File: src/rtl/fft_pkg.sv
// Shared constants, FSM state type and CRC-8 helper for the FFT symbol serializer.
// The CRC helper is only used when SYM_CRC_EN is defined.
package fft_pkg;

  localparam int WORD_W         = 48;
  localparam int BYTES_PER_WORD = 6;
  localparam int BIN_CNT        = 24;
  localparam int LVL_W          = 2;

  localparam logic [7:0] CRC8_POLY = 8'h07;

  typedef enum logic [1:0] {
    IDLE,
    SEND,
    CRC
  } state_t;

  // Folds one byte into a running CRC-8, MSB first, no reflection.
  function automatic logic [7:0] crc8Byte(input logic [7:0] crcIn, input logic [7:0] dataIn);
    logic [7:0] c;
    c = crcIn ^ dataIn;
    for (int i = 0; i < 8; i++) begin
      c = c[7] ? ((c << 1) ^ CRC8_POLY) : (c << 1);
    end
    return c;
  endfunction

endpackage

File: src/rtl/fft_sym_serializer_sym_fifo.sv
// First-word-fall-through FIFO holding whole FFT energy words ahead of the serializer.
module sym_fifo #(
  parameter int DEPTH = 4,
  parameter int W     = 48
) (
  input  logic         Clk,
  input  logic         Reset,
  input  logic         push,
  input  logic         pop,
  input  logic [W-1:0] din,
  output logic [W-1:0] dout,
  output logic         full,
  output logic         empty
);

  localparam int AW = $clog2(DEPTH);

  logic [AW:0]  r_wrPtr;
  logic [AW:0]  r_rdPtr;
  logic [W-1:0] r_mem [DEPTH];
  logic         w_wrEn;
  logic         w_rdEn;

  // A pop in the same cycle frees a slot, so a push into a full FIFO is still taken.
  assign w_wrEn = push && (!full || pop);
  assign w_rdEn = pop && !empty;

  always_ff @(posedge Clk or posedge Reset) begin
    if (Reset) begin
      r_wrPtr <= '0;
      r_rdPtr <= '0;
    end else begin
      if (w_wrEn) r_wrPtr <= r_wrPtr + 1'b1;
      if (w_rdEn) r_rdPtr <= r_rdPtr + 1'b1;
    end
  end

  always_ff @(posedge Clk) begin
    if (w_wrEn) r_mem[r_wrPtr[AW-1:0]] <= din;
  end

  assign dout  = r_mem[r_rdPtr[AW-1:0]];
  assign empty = (r_wrPtr == r_rdPtr);
  assign full  = (r_wrPtr[AW] != r_rdPtr[AW]) && (r_wrPtr[AW-1:0] == r_rdPtr[AW-1:0]);

endmodule

File: src/rtl/fft_sym_serializer.sv
// Buffers 48-bit FFT energy words and streams them LSB byte first over push/stop.
// Define SYM_CRC_EN to append a CRC-8 byte after the six data bytes of each frame.
module fft_sym_serializer
  import fft_pkg::*;
#(
  parameter int DEPTH = 4,
  parameter int CNT_W = 16
) (
  input  logic              Clk,
  input  logic              Reset,
  input  logic              PushIn,
  input  logic [WORD_W-1:0] DataIn,
  input  logic              StopIn,
  output logic              PushOut,
  output logic [7:0]        DataOut,
  output logic              FirstOut,
  output logic              Overflow,
  output logic [CNT_W-1:0]  FrameCnt
);

  localparam logic [2:0] LAST_IDX = 3'(BYTES_PER_WORD - 1);

  state_t             r_state;
  state_t             w_nextState;
  logic [2:0]         r_idx;
  logic [2:0]         w_nextIdx;
  logic [WORD_W-1:0]  r_shift;
  logic [WORD_W-1:0]  w_nextShift;
  logic               r_pushOut;
  logic               w_nextPush;
  logic [7:0]         r_dataOut;
  logic [7:0]         w_nextData;
  logic               r_first;
  logic               w_nextFirst;
  logic               r_overflow;
  logic [CNT_W-1:0]   r_frameCnt;
  logic [CNT_W-1:0]   w_nextCnt;
  logic               w_transfer;
  logic               w_frameDone;
  logic               w_load;
  logic               w_pop;
  logic [WORD_W-1:0]  w_fifoDout;
  logic               w_full;
  logic               w_empty;
`ifdef SYM_CRC_EN
  logic [7:0]         r_crc;
  logic [7:0]         w_nextCrc;
`endif

  sym_fifo #(
    .DEPTH (DEPTH),
    .W     (WORD_W)
  ) u_fifo (
    .Clk   (Clk),
    .Reset (Reset),
    .push  (PushIn),
    .pop   (w_pop),
    .din   (DataIn),
    .dout  (w_fifoDout),
    .full  (w_full),
    .empty (w_empty)
  );

  assign w_transfer = r_pushOut && !StopIn;

  // Next-state and next-output logic; a finished frame chains straight into the next word.
  always_comb begin
    w_nextState = r_state;
    w_nextIdx   = r_idx;
    w_nextShift = r_shift;
    w_nextPush  = r_pushOut;
    w_nextData  = r_dataOut;
    w_nextFirst = r_first;
    w_nextCnt   = r_frameCnt;
    w_frameDone = 1'b0;
    w_load      = 1'b0;
    w_pop       = 1'b0;
`ifdef SYM_CRC_EN
    w_nextCrc   = r_crc;
`endif

    case (r_state)
      IDLE: begin
        if (!w_empty) w_load = 1'b1;
      end
      SEND: begin
        if (w_transfer) begin
`ifdef SYM_CRC_EN
          w_nextCrc = crc8Byte(r_crc, r_dataOut);
`endif
          if (r_idx != LAST_IDX) begin
            w_nextIdx   = r_idx + 1'b1;
            w_nextShift = r_shift >> 8;
            w_nextData  = r_shift[15:8];
            w_nextFirst = 1'b0;
          end else begin
`ifdef SYM_CRC_EN
            w_nextState = CRC;
            w_nextData  = crc8Byte(r_crc, r_dataOut);
            w_nextFirst = 1'b0;
`else
            w_frameDone = 1'b1;
`endif
          end
        end
      end
      CRC: begin
        if (w_transfer) w_frameDone = 1'b1;
      end
      default: begin
        w_nextState = IDLE;
      end
    endcase

    if (w_frameDone) begin
      w_nextCnt = r_frameCnt + 1'b1;
      if (!w_empty) begin
        w_load = 1'b1;
      end else begin
        w_nextPush  = 1'b0;
        w_nextFirst = 1'b0;
        w_nextState = IDLE;
      end
    end

    if (w_load) begin
      w_pop       = 1'b1;
      w_nextShift = w_fifoDout;
      w_nextData  = w_fifoDout[7:0];
      w_nextPush  = 1'b1;
      w_nextFirst = 1'b1;
      w_nextIdx   = 3'd0;
      w_nextState = SEND;
`ifdef SYM_CRC_EN
      w_nextCrc   = 8'h00;
`endif
    end
  end

  always_ff @(posedge Clk or posedge Reset) begin
    if (Reset) begin
      r_state    <= IDLE;
      r_idx      <= 3'd0;
      r_shift    <= '0;
      r_pushOut  <= 1'b0;
      r_dataOut  <= 8'h00;
      r_first    <= 1'b0;
      r_overflow <= 1'b0;
      r_frameCnt <= '0;
    end else begin
      r_state    <= w_nextState;
      r_idx      <= w_nextIdx;
      r_shift    <= w_nextShift;
      r_pushOut  <= w_nextPush;
      r_dataOut  <= w_nextData;
      r_first    <= w_nextFirst;
      r_frameCnt <= w_nextCnt;
      if (PushIn && w_full && !w_pop) r_overflow <= 1'b1;
    end
  end

`ifdef SYM_CRC_EN
  always_ff @(posedge Clk or posedge Reset) begin
    if (Reset) r_crc <= 8'h00;
    else       r_crc <= w_nextCrc;
  end
`endif

  assign PushOut  = r_pushOut;
  assign DataOut  = r_dataOut;
  assign FirstOut = r_first;
  assign Overflow = r_overflow;
  assign FrameCnt = r_frameCnt;

endmodule

File: config.mk
export PLATFORM = sky130hd
export DESIGN_NAME = fft_sym_serializer
export DESIGN_NICKNAME = d
export VERILOG_FILES = /design/src/rtl/fft_pkg.sv /design/src/rtl/fft_sym_serializer_sym_fifo.sv /design/src/rtl/fft_sym_serializer.sv
export SDC_FILE = /design/constraint.sdc
export NUM_CORES = 1
export LEC_CHECK = 0
export CORE_ASPECT_RATIO = 1.75
export CORE_UTILIZATION = 63
export CTS_CLUSTER_SIZE = 20
export DETAILED_ROUTE_END_ITERATION = 8
export PLACE_DENSITY = 0.95
export SYNTH_ARGS = -nofsm -noshare
export SYNTH_HDL_FRONTEND = slang
export SYNTH_SLANG_ARGS = --single-unit
File: constraint.sdc
create_clock -name Clk -period 5.55 [get_ports Clk]
set_input_delay 1.11 -clock Clk [delete_from_list [all_inputs] [get_ports Clk]]
set_output_delay 1.11 -clock Clk [all_outputs]
set_load 0.01 [all_outputs]
==> impl_metrics.toml, run 1 <==
[worst_setup_path]
worstRegToRegCells = 7
regToRegSetupSlack_ns = 2.42
worstPathCellList = "clkdlybuf4s50_1 -> and3b_1 -> a21o_1 -> or2_2 -> and3_2 -> buf_4"
cp.arrival_ns = 3.67
critPathLaunch = "StopIn"
cp_slowest_cell = "and3_2"
timing.rr.start = "r_state[0]$_DFF_PP0_"
crit_fanout = 35
crit_path_end_kind = "flip-flop"
crit_path_start_kind = "primary input"
regToRegEndpoint = "u_fifo.r_mem[2][35]$_DFFE_PP_"
endpoint = "u_fifo.r_mem[2][35]$_DFFE_PP_"
cp.required_ns = 5.75
worstSetupPathType = "primary input to flip-flop"
slowest_delay_ns = 0.82

[min_path]
min_path_type = "flip-flop to flip-flop"

[place]
dp.cells = 841
dp_hpwl_microns = 12430
gp_congestion = 0.7859
portBuffers = 78

[cts]
cts_repair_resize_count = 0
cts_root_buf = "clkbuf_16"
cts_buffers = 24
cts_hold_buf = 0
htree_num_levels = 1
cts_sinks = 270
path_clk_slew_ns = 0.07
post-cts-setup-buffer-count = 0
clockBufferDepth = 3
insertion_delay_ns = 0.52
tritoncts = "yes"

[logic_synthesis]
synth_ff_type = "edfxtp_1"
ys_warn_count = 0
syn_area_per_cell_sq_um = 19.47
ys_ff_latch = 270
yosysMostFrequentCell = "edfxtp_1"
synth_area_leader_cell = "edfxtp_1"
syn-cell-area_sq_um = 10920
ys_top_cells_by_area = "edfxtp_1 (53%), dfrtp_1 (18%), mux4_2 (9.9%), mux2_4 (4.9%), mux2_2 (4.8%)"
async_flop_share_pct = 28.89
synthCells = 561
seq_area_frac_synth_pct = 70.67
synth-edff-count = 192
synth_common_cells = "edfxtp_1 (192), dfrtp_1 (78), mux4_2 (48), mux2_2 (47), mux2_4 (36)"
synth_cell_type_count = 32
synth_fp_nets = 625
synth_top_area_share_pct = 52.80

[sta]
min_period_ns = 3.465
skew_ns = 0.009599
tightest_slew_ns = 1.246
rsz0062_at_grt = "no"
period_share_pct = 62.44
maxSlewViolCount = 0
fmax_mhz = 288.6
hold_viol_final = 0
timing.slew.headroom_pct = 16.83
fin_tns_setup_ns = 0
finalSetupViolCount = 0

[finish]
drive_above_1_share_pct = 28.27
fin_cells = 885
utilization_pct = 74.39
antenna_cells = 0
areaGrowthSynthToFinish_pct = 15.44
final_net_count = 704
fillers = 891

[route]
avgViaCountPerCell = 6.061
wire_per_inst_microns = 23.02
wirelength_microns = 20370
via_count = 5364
final_antenna_net_count = 0
drc = 0
drt_iter0_drc = 322
drt_first_pass_iters = 4

[global_route]
overflow = 0
first_global_vias = 5891
antenna_found_initial = 0
grt_pass1_wl_microns = 32300
grt_max_degree = 56
grt.total_usage_pct = 24.39

[floorplanning]
start_util_pct = 64.44
core_sq_um = 16950
die-area_sq_um = 17890
die_x_microns = 101.5
boundaryPins = 79
num_rows = 63
die_y_microns = 176.2

[pwr]
vdd.ir_drop.worst_mv = 0.3913
power.leakage_nw = 4.613
power_density_nw_per_um2 = 538.6
power_mw = 6.790

[flow_run]
drv_cap = 0

[status]
status = "finished clean"
[through the flow]
step / setup WS [ns] / hold slack (ns) / cell area [sq um]
3_3_place_gp: 1.696 / 0.4577 / 11840
5_1_grt: 1.942 / 0.5059 / 12610
6_report: 2.085 / 0.4911 / 12610
2_1_floorplan: 2.322 / 0.4653 / 10920
3_5_place_dp: 1.572 / 0.4889 / 11840
4_1_cts: 2.077 / 0.5006 / 12610
[layer usage]
layer,routed length [microns],part of all wire [%],track usage (%),up-vias
li1,-,-,-,2331
met1,7666,38,30.14,2810
met2,11170,55,42.76,180
met3,952,4.7,3.523,43
met4,576,2.8,9.903,0
met5,0,0,0,-
[flip-flops by register name (all words and copies together), names as in the netlist]
name	count
u_fifo.r_mem	192
r_shift	48
FrameCnt	16
r_idx	3
u_fifo.r_rdPtr	3
u_fifo.r_wrPtr	3
r_state	2
FirstOut	1
Overflow	1
PushOut	1
[cells in the final DEF (no fill, tap or decap), types with 10 or more instances in the layout]
cell / Yosys / layout
clkdlybuf4s50_1: 0 / 78
xnor2_1: 16 / 16
dfrtp_1: 78 / 76
nand3_1: 15 / 14
mux4_2: 48 / 48
edfxtp_1: 192 / 192
mux2_4: 36 / 36
mux2_2: 47 / 47
clkbuf_16: 0 / 26
ha_1: 12 / 12
nand2_1: 18 / 18
o21ai_0: 10 / 10
[worst max-delay path: cells and delay by family]
kind            cells  cell delay, ns
simple gates        3            1.32
buf+inv             2            0.83
compound gates      1            0.38
[cell families after synthesis]
family          Yosys count  synth area share [%]
xor+xnor                 24                 1.925
mux                     131                 19.70
simple gates             67                 3.162
fa+ha+maj                12                 1.375
compound gates           17                0.9511
buf+inv                  40                 2.223
flops                   270                 70.67
[layout make-up]
type	instances	area [sq um]	area share, %
tap	227	284.0	2.253
clock buffer	35	714.4	5.667
multi-input combinational	251	2970	23.56
clock inverter	9	48.80	0.3871
timing repair buffer	86	840.8	6.669
sequential	270	7722	61.25
inverter	7	26.28	0.2084
[report_power, final]
group / total, mW / switching [mW] / internal [mW]
sequential: 3.00 / 0.244 / 2.76
clock: 1.60 / 0.707 / 0.897
combinational: 2.18 / 1.02 / 1.16
[how the worst min path moves through the flow]
stage,slack (ns),end,startpoint,depth (start not counted)
global placement,0.46,FrameCnt[15]$_DFFE_PP0N_,FrameCnt[15]$_DFFE_PP0N_,1
detailed placement,0.49,Overflow$_DFFE_PP0P_,Overflow$_DFFE_PP0P_,1
floorplan,0.47,u_fifo.r_rdPtr[2]$_DFFE_PP0P_,u_fifo.r_rdPtr[2]$_DFFE_PP0P_,1
CTS,0.50,FrameCnt[5]$_DFFE_PP0N_,FrameCnt[5]$_DFFE_PP0N_,1
finish,0.49,FrameCnt[15]$_DFFE_PP0N_,FrameCnt[15]$_DFFE_PP0N_,1
global route,0.51,Overflow$_DFFE_PP0P_,Overflow$_DFFE_PP0P_,1
(Power assumes the default switching activity.)
==> run 2: changes to the inputs <==
--- a/config.mk
+++ b/config.mk
@@ -6,10 +6,10 @@
 export NUM_CORES = 1
 export LEC_CHECK = 0
 export CORE_ASPECT_RATIO = 1.75
-export CORE_UTILIZATION = 63
+export CORE_UTILIZATION = 58
 export CTS_CLUSTER_SIZE = 20
 export DETAILED_ROUTE_END_ITERATION = 8
-export PLACE_DENSITY = 0.95
+export PLACE_DENSITY = 0.89
 export SYNTH_ARGS = -nofsm -noshare
 export SYNTH_HDL_FRONTEND = slang
 export SYNTH_SLANG_ARGS = --single-unit
==> constraint.sdc (replaced) <==
create_clock -name Clk -period 3.4 [get_ports Clk]
set_input_delay 0.68 -clock Clk [delete_from_list [all_inputs] [get_ports Clk]]
set_output_delay 0.68 -clock Clk [all_outputs]
set_load 0.01 [all_outputs]
==> run 2 against run 1 <==
  * Clock skew grew 0.0084 ns
  * Hold slack lost 0.031 ns
  * Clock power grew 80%
  * Global-route usage shrank 2.0 points
  * Final area grew 1.8%
  * Wire length shrank 0.54%
  * Combinational power grew 63%
  * Critical path depth grew 1
  * Clock-buffer cell count shrank 3
  * Critical endpoint is now u_fifo.r_mem[3][18]$_DFFE_PP_
  * Largest power group unchanged
==> impl_metrics.toml, run 2 (synthesis gave the netlist of run 1 again) <==
[status]
status = "finished clean"

[sta]
skew_ns = 0.01804
finalSetupViolCount = 0
min_period_ns = 2.478
tightest_slew_ns = 0.9999
fin_tns_setup_ns = 0
timing.slew.headroom_pct = 33.26
rsz0062_at_grt = "no"
period_share_pct = 72.88
hold_viol_final = 0
maxSlewViolCount = 0
fmax_mhz = 403.6

[floorplanning]
core_sq_um = 18500
die-area_sq_um = 19400
die_y_microns = 183.5
die_x_microns = 105.7
num_rows = 66
boundaryPins = 79
start_util_pct = 59.04

[worst_setup_path]
worstSetupPathType = "flip-flop to flip-flop"
crit_fanout = 19
worstRegToRegCells = 7
timing.rr.start = "r_state[0]$_DFF_PP0_"
regToRegEndpoint = "u_fifo.r_mem[3][18]$_DFFE_PP_"
cp.required_ns = 3.61
crit_path_end_kind = "flip-flop"
endpoint = "u_fifo.r_mem[3][18]$_DFFE_PP_"
crit_path_start_kind = "flip-flop"
cp.arrival_ns = 2.69
regToRegSetupSlack_ns = 0.92
critPathLaunch = "r_state[0]$_DFF_PP0_"

[route]
drt_first_pass_iters = 4
drt_iter0_drc = 375
via_count = 5344
final_antenna_net_count = 0
avgViaCountPerCell = 5.905
wire_per_inst_microns = 22.39
drc = 0
wirelength_microns = 20260

[cts]
insertion_delay_ns = 0.52
post-cts-setup-buffer-count = 0
clockBufferDepth = 3
cts_repair_resize_count = 0
htree_num_levels = 1
cts_hold_buf = 0
path_clk_slew_ns = 0.07
cts_buffers = 24
cts_sinks = 270
tritoncts = "yes"
cts_root_buf = "clkbuf_16"

[pwr]
power_density_nw_per_um2 = 887.0
vdd.ir_drop.worst_mv = 0.5827
power.leakage_nw = 4.723
power_mw = 11.38

[place]
dp_hpwl_microns = 12880
portBuffers = 78
gp_congestion = 0.8257

[finish]
layout_commonest_cell = "edfxtp_1"
most-common-layout-cells = "edfxtp_1 (192), clkdlybuf4s50_1 (78), dfrtp_1 (76)"
drive_above_1_share_pct = 29.99
fillers = 1123
largest_reg_flops = 192
antenna_cells = 0
areaGrowthSynthToFinish_pct = 17.53
final_net_count = 713

[flow_run]
drv_cap = 0

[global_route]
grt.total_usage_pct = 22.36
antenna_found_initial = 0
grt_pass1_wl_microns = 32690
grt_max_degree = 57
overflow = 0
first_global_vias = 5910

[min_path]
min_path_type = "flip-flop to flip-flop"
run 2: changes by cell type in the layout (fill, tap and decap cells not counted), sizes merged:
cell	change
buf	+9
bufinv	+4
clkinv	+1
clkbuf	-3
inv	-2
run 2: critical path, stage by stage (launching register included):
cell      delay (ns)
dfrtp_1         0.38
inv_1           0.08
ha_1            0.30
and3b_1         0.20
a21o_1          0.38
o211ai_1        0.22
inv_2           0.36
buf_12          0.23
run 2: worst min path at each step:
stage | endpoint | slack, ns | startpoint | depth (start not counted)
after CTS | Overflow$_DFFE_PP0P_ | 0.46 | Overflow$_DFFE_PP0P_ | 1
after floorplan | u_fifo.r_rdPtr[2]$_DFFE_PP0P_ | 0.47 | u_fifo.r_rdPtr[2]$_DFFE_PP0P_ | 1
after detailed placement | Overflow$_DFFE_PP0P_ | 0.45 | Overflow$_DFFE_PP0P_ | 1
final | Overflow$_DFFE_PP0P_ | 0.46 | Overflow$_DFFE_PP0P_ | 1
after global routing | FrameCnt[15]$_DFFE_PP0N_ | 0.48 | FrameCnt[15]$_DFFE_PP0N_ | 1
after global placement | Overflow$_DFFE_PP0P_ | 0.44 | Overflow$_DFFE_PP0P_ | 1
run 2: metal layers:
metal / share of wire, % / track usage, % / up-vias
li1: - / - / 2347
met1: 37 / 26.60 / 2791
met2: 56 / 41.07 / 164
met3: 4.4 / 3.332 / 42
met4: 2.5 / 7.889 / 0
met5: 0 / 0 / -
run 2: area by class of cell:
class	count	area [sq um]	area share (%)
flip-flops and latches	270	7722	60.17
multi-input cells	251	2970	23.14
repair buffers	95	958.4	7.467
clock buffers	32	691.9	5.391
well taps	238	297.8	2.320
clock inverters	12	166.4	1.297
inverters	7	27.53	0.2145
run 2: report_power, final:
group / leakage (nW) / internal, mW / switching, mW
Sequential: 2.75 / 4.49 / 0.451
Clock: 0.425 / 1.74 / 1.14
Combinational: 1.55 / 1.96 / 1.60
Total: 4.72 / 8.19 / 3.19
run 2: through the flow:
| step | hold WS [ns] | utilization, % | instances | worst slack [ns] | cell area [sq um] |
|---|---|---|---|---|---|
| 2_1_floorplan | 0.4653 | - | 561 | 0.6023 | 10920 |
| 3_3_place_gp | 0.4418 | 64.75 | 861 | 0.5123 | 11980 |
| 3_5_place_dp | 0.4471 | 64.75 | 861 | 0.4758 | 11980 |
| 4_1_cts | 0.4641 | 69.39 | 905 | 0.9134 | 12830 |
| 5_1_grt | 0.4846 | 69.39 | 905 | 0.7832 | 12830 |
| 6_report | 0.4606 | 69.39 | 905 | 0.9221 | 12830 |
